`src/rtl/z_seq_detector.sv`:
```
// z_seq_detector: watches the serial z stream for PATTERN, pulses match, keeps a saturating match count.
// Define ZSEQ_TIMEOUT_EN to build the idle counter that flushes history after TIMEOUT idle cycles.
module z_seq_detector #(
    parameter int                 PAT_LEN = 4,
    parameter logic [PAT_LEN-1:0] PATTERN = 4'b1011,
    parameter bit                 OVERLAP = 1'b1,
    parameter int                 CNT_W   = 8,
    parameter int                 TIMEOUT = 16
) (
    input  logic             clk,
    input  logic             rst,
    input  logic             in_valid,
    input  logic             in_bit,
    input  logic             clear,
    output logic             match,
    output logic [CNT_W-1:0] match_count,
    output logic             overflow,
    output logic [4:0]       fill
);

    typedef enum logic {
        FILLING = 1'b0,
        ARMED   = 1'b1
    } state_t;

    localparam logic [4:0]       FULL    = 5'(PAT_LEN);
    localparam logic [CNT_W-1:0] CNT_MAX = {CNT_W{1'b1}};

    state_t             state_reg, state_next;
    logic [PAT_LEN-1:0] hist_reg, hist_next, hist_shift;
    logic [4:0]         fill_reg, fill_next, fill_inc;
    logic               match_reg, match_next;
    logic [CNT_W-1:0]   count_reg, count_next;
    logic               ovf_reg, ovf_next;
    logic               hit;
    logic               idle_expire;

    // Out-of-range configurations leave this marker block in the elaborated hierarchy.
    if (PAT_LEN < 2 || PAT_LEN > 16 || CNT_W < 1 || TIMEOUT < 1) begin : g_param_out_of_range
    end

    // Shifted history: bit 0 takes the newest sample, older bits move toward the MSB.
    for (genvar gi = 0; gi < PAT_LEN; gi++) begin : g_shift
        if (gi == 0) begin : g_newest
            assign hist_shift[gi] = in_bit;
        end else begin : g_older
            assign hist_shift[gi] = hist_reg[gi-1];
        end
    end

    // Once ARMED the window stays full, so the increment saturates at PAT_LEN.
    assign fill_inc = (state_reg == ARMED) ? FULL : fill_reg + 5'd1;
    assign hit      = (fill_inc == FULL) && (hist_shift == PATTERN);

`ifdef ZSEQ_TIMEOUT_EN
    localparam int IDLE_W = $clog2(TIMEOUT + 1);

    logic [IDLE_W-1:0] idle_reg, idle_next;

    always_comb begin
        idle_next   = idle_reg;
        idle_expire = 1'b0;
        if (clear || in_valid) begin
            idle_next = '0;
        end else if (idle_reg == IDLE_W'(TIMEOUT - 1)) begin
            idle_expire = 1'b1;
            idle_next   = '0;
        end else begin
            idle_next = idle_reg + IDLE_W'(1);
        end
    end

    always_ff @(posedge clk) begin
        if (rst) begin
            idle_reg <= '0;
        end else begin
            idle_reg <= idle_next;
        end
    end
`else
    assign idle_expire = 1'b0;
`endif

    always_comb begin
        hist_next  = hist_reg;
        fill_next  = fill_reg;
        match_next = 1'b0;
        count_next = count_reg;
        ovf_next   = ovf_reg;
        if (clear) begin
            hist_next  = '0;
            fill_next  = '0;
            count_next = '0;
            ovf_next   = 1'b0;
        end else if (in_valid) begin
            hist_next = hist_shift;
            fill_next = fill_inc;
            if (hit) begin
                match_next = 1'b1;
                if (count_reg == CNT_MAX) begin
                    ovf_next = 1'b1;
                end else begin
                    count_next = count_reg + CNT_W'(1);
                end
                // Non-overlapping mode restarts the window so no bit is reused.
                if (!OVERLAP) begin
                    hist_next = '0;
                    fill_next = '0;
                end
            end
        end else if (idle_expire) begin
            hist_next = '0;
            fill_next = '0;
        end
        state_next = (fill_next == FULL) ? ARMED : FILLING;
    end

    always_ff @(posedge clk) begin
        if (rst) begin
            state_reg <= FILLING;
            hist_reg  <= '0;
            fill_reg  <= '0;
            match_reg <= 1'b0;
            count_reg <= '0;
            ovf_reg   <= 1'b0;
        end else begin
            state_reg <= state_next;
            hist_reg  <= hist_next;
            fill_reg  <= fill_next;
            match_reg <= match_next;
            count_reg <= count_next;
            ovf_reg   <= ovf_next;
        end
    end

    assign match       = match_reg;
    assign match_count = count_reg;
    assign overflow    = ovf_reg;
    assign fill        = fill_reg;

endmodule
```
`config.mk`:
```
export PLATFORM = sky130hd
export DESIGN_NAME = z_seq_detector
export DESIGN_NICKNAME = d
export VERILOG_FILES = /design/src/rtl/z_seq_detector.sv
export SDC_FILE = /design/constraint.sdc
export NUM_CORES = 1
export LEC_CHECK = 0
export ABC_AREA = 1
export CAP_MARGIN = 0
export CORE_AREA = 2 2 57 81
export CTS_BUF_LIST = sky130_fd_sc_hd__clkbuf_4 sky130_fd_sc_hd__clkbuf_8
export DETAILED_ROUTE_END_ITERATION = 10
export DIE_AREA = 0 0 59 83
export REMOVE_ABC_BUFFERS = 1
export SLEW_MARGIN = 20
export SYNTH_ARGS = -nofsm -noshare
export SYNTH_HDL_FRONTEND = slang
export SYNTH_SLANG_ARGS = --single-unit
```
`constraint.sdc`:
```
create_clock -name clk -period 3.75 [get_ports clk]
set_clock_uncertainty 0.15 [all_clocks]
set_input_delay 0.9375 -clock clk [delete_from_list [all_inputs] [get_ports clk]]
set_output_delay 0.9375 -clock clk [all_outputs]
set_load 0.01 [all_outputs]
```
==> flow_summary.toml <==
[drt]
ant_nets = 0
dr.pass1.iters = 4
vias_per_cell = 4.608
drc = 0
vias = 940
post_drt_wl_per_cell_um = 11.20
drt_iter0_markers = 25
wl_mm = 2.284

[die]
rows = 28
die_y_um = 83
initial_core_util_pct = 24.33
dieArea_mm2 = 0.004897
ios = 20
die_w_um = 59
core_area_mm2 = 0.004134

[setup_path]
slowest_delay_ns = 0.52
setup.worst_path.class = "in2reg"
crit_path_end_kind = "flip-flop"
crit_path_cell_trace = "clkdlybuf4s50_1 -> nor2_4 -> clkinv_1 -> a21oi_1 -> o21ai_0 -> nor2_1 -> and3_1"
critPathRequiredTime_ns = 3.80
path_max_fanout = 9
worstSetupStartpointType = "input pin"
arrival_ns = 2.53
slowest_stage = "clkdlybuf4s50_1"

[clock_network]
clock_path_buffers = 2
cts_resized = 0
clock-sinks = 19
cts_setup_buffers = 0
cts-buffers-inserted = 3
insertion_delay_ns = 0.25
cts_root_buf = "clkbuf_8"
clkTransAtPathRegs_ns = 0.07
cts-hold-fix-buffers = 0
htree_num_levels = 1
cts_tree = "done"

[power_and_ir_drop]
p_leak_uw = 0.0004848
max-vdd-ir-drop_uv = 102.3
p_per_area_mw_per_mm2 = 303.0

[synth]
ys_top_cells_by_area = "dfxtp_1 38%, nand2_1 10%, nor2_1 6.7%"
synthMuxAreaShare_pct = 0
syn_area_mm2 = 0.001006
synth_compound_area_share_pct = 14.68
synth_top_cell_area_share_pct = 37.81
synth-async-reset-ratio_pct = 0
synth_seq_cells = 19
syn_area_per_cell_um2 = 7.397
yosys.area_share.adder_pct = 2.488
synth-simple-area-share_pct = 36.82
synth_cell_types = 24
synth_top_family_by_area = "simple AND/OR/NAND/NOR gates"
synthCells = 136
yosysTopAreaCell = "dfxtp_1"
synth_warnings = 0
ys_top_cells_by_count = "27 x nand2_1, 19 x dfxtp_1, 18 x nor2_1, 12 x a21oi_1, 12 x inv_1"
yosysMostFrequentCell = "nand2_1"
synth-edff-count = 0
ys_seq_area_share_pct = 37.81
synth-xor-area-share_pct = 2.612
synth_flop_cell = "dfxtp_1"

[sta]
finalHoldViolCount = 0
max_freq_mhz = 403.5
setup_violations = 0
finalSetupTns_ns = 0
maxSlewViolCount = 0
rsz0062_at_grt = "false"
max-slew-margin-rel_pct = 79.48
finalCritPeriodShare_pct = 66.10
tightest_slew_ns = 0.3071
finalCriticalPeriod_ns = 2.479

[final_layout]
area_growth_syn_to_layout_pct = 29.35
drive_gt1_share_pct = 11.95
num-nets-final = 167
largest_reg_flops = 8
diodes = 0
final_cell_count_no_fill = 204

[worst_hold_path]
hold_class = "reg2reg"

[grt]
globalRouteTotalUtil_pct = 10.25
overflow = 0
grt_pass1_vias = 866
antenna_found_initial = 0
grt_max_degree = 11
grt_pass1_wl_mm = 3.864

[place]
io_buffers = 19
place_inst = 200
place_congestion = 0.7810
hpwl_mm = 1.743

[status]
outcome = "completed"

[flow_run]
drv_cap = 0
==> area by class of cell <==
class	count	area, µm²
repair buffers	19	190.2
well taps	45	56.30
fillers	469	2833
clock buffers	4	48.80
inverters	15	56.30
multi-input cells	102	569.3
flip-flops and latches	19	380.4
==> critical path: cells and delay by family <==
| family | cells | cell delay (ns) |
|---|---|---|
| buffers and inverters | 2 | 0.79 |
| AND/OR/NAND/NOR | 3 | 0.48 |
| AO/OA/AOI/OAI | 2 | 0.31 |
==> logic make-up after synthesis <==
| logic type | Yosys count |
|---|---|
| flops | 19 |
| fa+ha+maj | 2 |
| compound gates | 24 |
| simple gates | 73 |
| buf+inv | 15 |
| xor+xnor | 3 |
==> routing by layer <==
metal	vias to the layer above	GRT usage [%]	share of wire, %
li1	505	-	-
met2	15	17.37	51
met1	416	11.63	45
met3	4	1.869	2.9
met4	0	5.579	1.6
met5	-	0	0
==> per-stage QoR <==
step | cell area (µm²) | power [µW] | worst slack [ns] | utilization (%) | hold WS, ns
final | 1301 | 394.3 | 1.271 | 31.48 | 0.3223
after global routing | 1301 | 411.8 | 1.116 | 31.48 | 0.3716
after detailed placement | 1252 | 249.2 | 1.008 | 30.30 | 0.3180
after floorplan | 1006 | 232.9 | 1.817 | - | 0.2996
after global placement | 1252 | 249.2 | 0.9948 | 30.30 | 0.3134
after CTS | 1301 | 399.2 | 1.250 | 31.48 | 0.3334
==> worst paths after layout <==
kind / startpoint / endpoint / slack [ns] / depth (start not counted)
max reg2reg: fill[0] / match_count[0] / 1.94 / 9
max: clear / state_reg / 1.27 / 7
min: overflow / overflow / 0.32 / 2
min reg2reg: overflow / overflow / 0.32 / 2
==> power by group <==
part	leakage [µW]	internal, µW	switching (µW)	total, µW
sequential	0.000154	205	3.59	209
combinational	0.000305	14.9	20.4	35.3
clock	0.0000262	82.8	67.5	150
==> cells in the final DEF (no fill, tap or decap), drive strengths merged <==
cell type,Yosys,final
nand3b,1,1
xor2,1,1
clkinv,1,1
inv,14,14
nor2,22,22
clkdlybuf4s50,0,19
clkbuf,0,4
nand3,10,10
dfxtp,19,19
ha,2,2
and3,1,1
o21ai,9,9
nand2,29,29
a21oi,13,13
or2,1,1
o21bai,2,2
xnor2,2,2
nand4,9,9
Power figures use the tool's default switching activity.
